$ cat src/rtl/spi_master_pkg.sv
// Shared types and default timing constants for the SPI word reader.
// All timing parameters are counted in system clock cycles.
package spi_master_pkg;

  typedef enum logic [2:0] {
    ST_IDLE,
    ST_CS_SETUP,
    ST_SCLK_LOW,
    ST_SCLK_HIGH,
    ST_WAIT_OUT,
    ST_CS_HOLD
  } state_t;

  localparam int DEFAULT_DATA_WIDTH      = 32;
  localparam int DEFAULT_HALF_PERIOD     = 4;
  localparam int DEFAULT_CS_SETUP_CYCLES = 2;
  localparam int DEFAULT_CS_HOLD_CYCLES  = 2;
  localparam int WORD_COUNT_WIDTH        = 8;
  localparam int TIMER_WIDTH             = 8;

  // A count field of zero encodes the maximum burst length.
  function automatic logic [WORD_COUNT_WIDTH:0] burst_length(
    input logic [WORD_COUNT_WIDTH-1:0] count
  );
    if (count == '0) begin
      return {1'b1, {WORD_COUNT_WIDTH{1'b0}}};
    end
    return {1'b0, count};
  endfunction

endpackage

$ cat src/rtl/spi_master_word_reader_timer.sv
// Loadable down-counter; terminal is high while the count sits at zero.
// Loading N-1 on entry to a state gives a state duration of N cycles.
module spi_half_period_timer #(
  parameter int WIDTH = 8
) (
  input  logic             clock,
  input  logic             reset_n,
  input  logic             load,
  input  logic [WIDTH-1:0] load_value,
  output logic             terminal
);

  logic [WIDTH-1:0] count_reg;

  always_ff @(posedge clock or negedge reset_n) begin
    if (!reset_n) begin
      count_reg <= '0;
    end else if (load) begin
      count_reg <= load_value;
    end else if (count_reg != '0) begin
      count_reg <= count_reg - 1'b1;
    end
  end

  assign terminal = (count_reg == '0);

endmodule

$ cat src/rtl/spi_master_word_reader.sv
// Mode-0 SPI master that reads bursts of MSB-first words from a slave and
// delivers them on a valid/ready stream; a full output slot stalls serial_clock.
module spi_master_word_reader
  import spi_master_pkg::*;
#(
  parameter int DATA_WIDTH      = DEFAULT_DATA_WIDTH,
  parameter int HALF_PERIOD     = DEFAULT_HALF_PERIOD,
  parameter int CS_SETUP_CYCLES = DEFAULT_CS_SETUP_CYCLES,
  parameter int CS_HOLD_CYCLES  = DEFAULT_CS_HOLD_CYCLES
) (
  input  logic                        clock,
  input  logic                        reset_n,
  input  logic                        request_valid,
  output logic                        request_ready,
  input  logic [WORD_COUNT_WIDTH-1:0] request_word_count,
  input  logic                        abort,
  output logic                        data_valid,
  input  logic                        data_ready,
  output logic [DATA_WIDTH-1:0]       data,
  output logic                        busy,
  output logic                        serial_clock,
  output logic                        chip_select,
  input  logic                        serial_in
);

  localparam int BIT_W = $clog2(DATA_WIDTH + 1);
  localparam logic [TIMER_WIDTH-1:0] SETUP_LOAD = TIMER_WIDTH'(CS_SETUP_CYCLES - 1);
  localparam logic [TIMER_WIDTH-1:0] HALF_LOAD  = TIMER_WIDTH'(HALF_PERIOD - 1);
  localparam logic [TIMER_WIDTH-1:0] HOLD_LOAD  = TIMER_WIDTH'(CS_HOLD_CYCLES - 1);

  state_t                      state_reg, state_next;
  logic                        chip_select_reg, chip_select_next;
  logic                        serial_clock_reg, serial_clock_next;
  logic [DATA_WIDTH-1:0]       shift_reg, shift_next;
  logic [DATA_WIDTH-1:0]       data_reg, data_next;
  logic                        data_valid_reg, data_valid_next;
  logic [BIT_W-1:0]            bit_count_reg, bit_count_next;
  logic [WORD_COUNT_WIDTH:0]   words_reg, words_next;
  logic                        timer_load;
  logic [TIMER_WIDTH-1:0]      timer_value;
  logic                        timer_done;
  logic                        slot_free;
  logic                        deliver;
  logic                        enter_hold;

  spi_half_period_timer #(
    .WIDTH(TIMER_WIDTH)
  ) u_timer (
    .clock      (clock),
    .reset_n    (reset_n),
    .load       (timer_load),
    .load_value (timer_value),
    .terminal   (timer_done)
  );

  assign slot_free = !data_valid_reg || data_ready;

  always_ff @(posedge clock or negedge reset_n) begin
    if (!reset_n) begin
      state_reg        <= ST_IDLE;
      chip_select_reg  <= 1'b1;
      serial_clock_reg <= 1'b0;
      shift_reg        <= '0;
      data_reg         <= '0;
      data_valid_reg   <= 1'b0;
      bit_count_reg    <= '0;
      words_reg        <= '0;
    end else begin
      state_reg        <= state_next;
      chip_select_reg  <= chip_select_next;
      serial_clock_reg <= serial_clock_next;
      shift_reg        <= shift_next;
      data_reg         <= data_next;
      data_valid_reg   <= data_valid_next;
      bit_count_reg    <= bit_count_next;
      words_reg        <= words_next;
    end
  end

  always_comb begin
    state_next        = state_reg;
    chip_select_next  = chip_select_reg;
    serial_clock_next = serial_clock_reg;
    shift_next        = shift_reg;
    data_next         = data_reg;
    data_valid_next   = data_valid_reg && !data_ready;
    bit_count_next    = bit_count_reg;
    words_next        = words_reg;
    timer_load        = 1'b0;
    timer_value       = '0;
    deliver           = 1'b0;
    enter_hold        = 1'b0;

    case (state_reg)
      ST_IDLE: begin
        if (request_valid) begin
          words_next       = burst_length(request_word_count);
          chip_select_next = 1'b0;
          state_next       = ST_CS_SETUP;
          timer_load       = 1'b1;
          timer_value      = SETUP_LOAD;
        end
      end
      ST_CS_SETUP: begin
        if (abort) begin
          enter_hold = 1'b1;
        end else if (timer_done) begin
          state_next  = ST_SCLK_LOW;
          timer_load  = 1'b1;
          timer_value = HALF_LOAD;
        end
      end
      ST_SCLK_LOW: begin
        if (abort) begin
          enter_hold = 1'b1;
        end else if (timer_done) begin
          shift_next        = {shift_reg[DATA_WIDTH-2:0], serial_in};
          serial_clock_next = 1'b1;
          bit_count_next    = bit_count_reg + 1'b1;
          state_next        = ST_SCLK_HIGH;
          timer_load        = 1'b1;
          timer_value       = HALF_LOAD;
        end
      end
      ST_SCLK_HIGH: begin
        if (abort) begin
          enter_hold = 1'b1;
        end else if (timer_done) begin
          serial_clock_next = 1'b0;
          if (bit_count_reg < BIT_W'(DATA_WIDTH)) begin
            state_next  = ST_SCLK_LOW;
            timer_load  = 1'b1;
            timer_value = HALF_LOAD;
          end else if (slot_free) begin
            deliver = 1'b1;
          end else begin
            state_next = ST_WAIT_OUT;
          end
        end
      end
      ST_WAIT_OUT: begin
        if (abort) begin
          enter_hold = 1'b1;
        end else if (slot_free) begin
          deliver = 1'b1;
        end
      end
      ST_CS_HOLD: begin
        if (timer_done) begin
          chip_select_next = 1'b1;
          state_next       = ST_IDLE;
        end
      end
      default: state_next = ST_IDLE;
    endcase

    // A completed word moves into the output slot and the burst either
    // continues with the next bit or winds down through the hold phase.
    if (deliver) begin
      data_next       = shift_reg;
      data_valid_next = 1'b1;
      words_next      = words_reg - 1'b1;
      bit_count_next  = '0;
      timer_load      = 1'b1;
      if (words_reg > (WORD_COUNT_WIDTH+1)'(1)) begin
        state_next  = ST_SCLK_LOW;
        timer_value = HALF_LOAD;
      end else begin
        state_next  = ST_CS_HOLD;
        timer_value = HOLD_LOAD;
      end
    end

    if (enter_hold) begin
      serial_clock_next = 1'b0;
      bit_count_next    = '0;
      state_next        = ST_CS_HOLD;
      timer_load        = 1'b1;
      timer_value       = HOLD_LOAD;
    end
  end

  assign request_ready = (state_reg == ST_IDLE);
  assign busy          = (state_reg != ST_IDLE);
  assign data_valid    = data_valid_reg;
  assign data          = data_reg;
  assign serial_clock  = serial_clock_reg;
  assign chip_select   = chip_select_reg;

endmodule
$ cat config.mk
export PLATFORM = sky130hd
export DESIGN_NAME = spi_master_word_reader
export DESIGN_NICKNAME = d
export VERILOG_FILES = /design/src/rtl/spi_master_pkg.sv /design/src/rtl/spi_master_word_reader_timer.sv /design/src/rtl/spi_master_word_reader.sv
export SDC_FILE = /design/constraint.sdc
export NUM_CORES = 1
export LEC_CHECK = 0
export ABC_AREA = 1
export BUFFER_PORTS_ARGS = -buffer_cell sky130_fd_sc_hd__clkbuf_2
export CAP_MARGIN = 20
export CORE_ASPECT_RATIO = 0.75
export CORE_UTILIZATION = 50
export DETAILED_ROUTE_END_ITERATION = 8
export PLACE_DENSITY = 0.67
export SLEW_MARGIN = 20
export SYNTH_ARGS = -nofsm -noshare
export SYNTH_HDL_FRONTEND = slang
export SYNTH_SLANG_ARGS = --single-unit
$ cat constraint.sdc
create_clock -name clock -period 2.3 [get_ports clock]
set_clock_uncertainty 0.05 [all_clocks]
set_input_delay 0.23 -clock clock [delete_from_list [all_inputs] [get_ports clock]]
set_output_delay 0.23 -clock clock [all_outputs]
set_load 0.1 [all_outputs]
==> results.json <==
{
  "r2r_slack_ns": 0.30,
  "crit_path_start": "u_timer.count_reg[0]",
  "dr_total_vias": 3094,
  "antenna_left": 0,
  "rsz0062_at_grt": "no",
  "grt_pass1_vias": 2853,
  "hp-class": "primary input to flop",
  "worstSetupEndpointType": "flop",
  "ff2ff_path_depth": 10,
  "gp_congestion": 0.839,
  "syn-num-nets": 492,
  "yosysSeqAreaShare": 0.566,
  "critical_path.slowest_cell": "dfrtp_1",
  "antennaDiodeCount": 0,
  "hold_viol": 0,
  "io_buffers": 50,
  "start_util": 0.520,
  "critPathArrivalTime_ns": 2.18,
  "finalSetupTns_ns": 0,
  "clkTransAtPathRegs_ns": 0.09,
  "yosysTopAreaCell": "dfrtp_1",
  "dp_hpwl_um": 5300,
  "yosys-top-cells-area": "dfrtp_1, nand2_1, o21ai_0, inv_1, o21ai_1",
  "die-area_mm2": 0.00860,
  "gr-total-overflow": 0,
  "drv_cap": 0,
  "post-route-min-period_ns": 2.00,
  "grt_max_degree": 58,
  "register_area_mm2": 0.00233,
  "grtUsageTotal": 0.193,
  "ys_ff_latch": 93,
  "syn_area_mm2": 0.00412,
  "core_area_mm2": 0.00792,
  "cts_buffer_depth": 2,
  "max_freq_ghz": 0.500,
  "required_ns": 2.48,
  "fin_crit_sh": 0.870,
  "cp_max_fo": 7,
  "drc": 0,
  "cts_made_buffers": 9,
  "setup_viol": 0,
  "grt_pass1_wl_um": 13100,
  "critPathCapture": "u_timer.count_reg[6]",
  "antenna_found_initial": 0,
  "multiInputGateArea_mm2": 0.00148,
  "synth_top_area_share": 0.559,
  "slowest_delay_ns": 0.39,
  "mostFrequentLayoutCells": "nand2_1, dfrtp_1, inv_1",
  "die_y_um": 80.6,
  "slew-limit-headroom": 0.631,
  "vias_per_cell": 4.89,
  "timing.rr.end": "u_timer.count_reg[6]",
  "syn_inst": 473,
  "synth.avg_cell_area_um2": 8.70,
  "insertion_delay_ns": 0.35,
  "h-tree-depth": 3,
  "startpoint_type": "flop",
  "die_w_um": 107,
  "powerDensity_mw_per_mm2": 593,
  "yosys.cell_types.count": 33,
  "worstPathCellList": "inv_1 > ha_1 > nand2_1 > nor2_4 > buf_4 > nand4_2 > nand3_2 > inv_1 > nand2_1 > nor2_1",
  "yosysWarnings": 0,
  "clock_tree.root_cell": "clkbuf_8",
  "fp-row-count": 28,
  "drive_above_1_share": 0.167,
  "pin_count": 51,
  "n_fill_cell": 747,
  "p_leak_nw": 2.27,
  "clock_sinks": 93,
  "drt-pass1-iter-count": 4,
  "wl_per_cell_um": 12.1,
  "wl_um": 7630,
  "max-vdd-ir-drop_mv": 0.355,
  "syn_to_final_growth_pct": 13.8,
  "critPathKind": "flop to flop",
  "rr_startpoint": "u_timer.count_reg[0]",
  "final_common_cell": "nand2_1",
  "drv_slew": 0,
  "cts_tree": "done",
  "worst_pin_slew_ns": 0.556,
  "status": "completed",
  "whs_ns": 0.0462,
  "drt_iter0_drc": 195,
  "nets": 543
}
[through the flow]
| step | instances | utilization | setup WS, ns | power (W) | area, µm² |
|---|---|---|---|---|---|
| after floorplan | 473 | - | 0.334 | 0.00167 | 4120 |
| after global placement | 617 | 0.565 | 0.305 | 0.00172 | 4470 |
| after detailed placement | 617 | 0.565 | 0.181 | 0.00172 | 4470 |
| after CTS | 633 | 0.591 | 0.151 | 0.00281 | 4680 |
| after global routing | 633 | 0.591 | 0.130 | 0.00288 | 4680 |
| final | 633 | 0.591 | 0.298 | 0.00278 | 4680 |
[how the worst min path moves through the flow]
stage | start | end | depth (start not counted)
after detailed placement | reset_n | words_reg[7] | 1
after CTS | serial_in | shift_reg[0] | 3
after global placement | reset_n | words_reg[7] | 1
after global routing | serial_in | shift_reg[0] | 3
final | serial_in | shift_reg[0] | 3
after floorplan | reset_n | bit_count_reg[0] | 0
[power breakdown]
part	total [W]	internal (W)	switching (W)
Sequential	0.00163	0.00163	0
Combinational	0.0000544	0.0000141	0.0000403
Clock	0.00109	0.000508	0.000580
[routing by layer]
metal / share of wire / global-route usage / wire length (µm) / vias up
li1: - / - / - / 1601
met2: 0.44 / 0.301 / 3350 / 66
met1: 0.51 / 0.273 / 3880 / 1423
met4: 0.0055 / 0.0370 / 42 / 0
met5: 0 / 0 / 0 / -
met3: 0.047 / 0.0511 / 355 / 4
[worst max-delay path: cells and delay by family, from the launching register on]
family	cells	cell delay, ns
buffers and inverters	3	0.39
AND/OR/NAND/NOR	6	0.89
flip-flops	1	0.39
adder cells (fa/ha/maj)	1	0.16
[cells by family after synthesis]
family          synth area share
simple gates               0.205
buf+inv                   0.0772
flops                      0.566
fa+ha+maj                 0.0152
compound gates             0.118
xor+xnor                  0.0191
[final cells by class]
cell class,instances,area share
flip-flops and latches,93,0.497
multi-input cells,302,0.317
repair buffers,56,0.0668
inverters,62,0.0497
well taps,105,0.0281
clock buffers,9,0.0264
clock inverters,6,0.0152
[repair_timing]
action / in CTS / in global routing
endpoints found under the setup margin: 0 / 4
hold buffers: 1 / 0
endpoints found under the hold margin: 35 / 0
setup buffers: 0 / 0
resized for setup: 0 / 1
[cells in the mapped netlist]
| library cell | count |
|---|---|
| a21boi_0 | 1 |
| nor3_2 | 1 |
| nand2_1 | 130 |
| buf_4 | 1 |
| nor4_1 | 2 |
| clkbuf_1 | 8 |
| nand3_4 | 1 |
| buf_6 | 2 |
| nor2_4 | 1 |
| inv_2 | 3 |
| nand3_2 | 1 |
| o21ai_0 | 52 |
| nor2_1 | 26 |
| xor2_1 | 4 |
| buf_2 | 5 |
| nor3b_2 | 1 |
| inv_1 | 59 |
| xnor2_1 | 5 |
| nand4_2 | 1 |
| nand2_2 | 2 |
| a21oi_1 | 10 |
| ha_1 | 5 |
| nand3_1 | 18 |
| a211oi_1 | 1 |
| a31oi_1 | 1 |
| nor2_2 | 5 |
| o21ai_1 | 20 |
| nor3_1 | 4 |
| dfstp_2 | 1 |
| dfrtp_1 | 92 |
| nand4_1 | 3 |
| o211ai_1 | 6 |
| a22oi_1 | 1 |
Note: power is estimated with default switching activity, not from simulation.
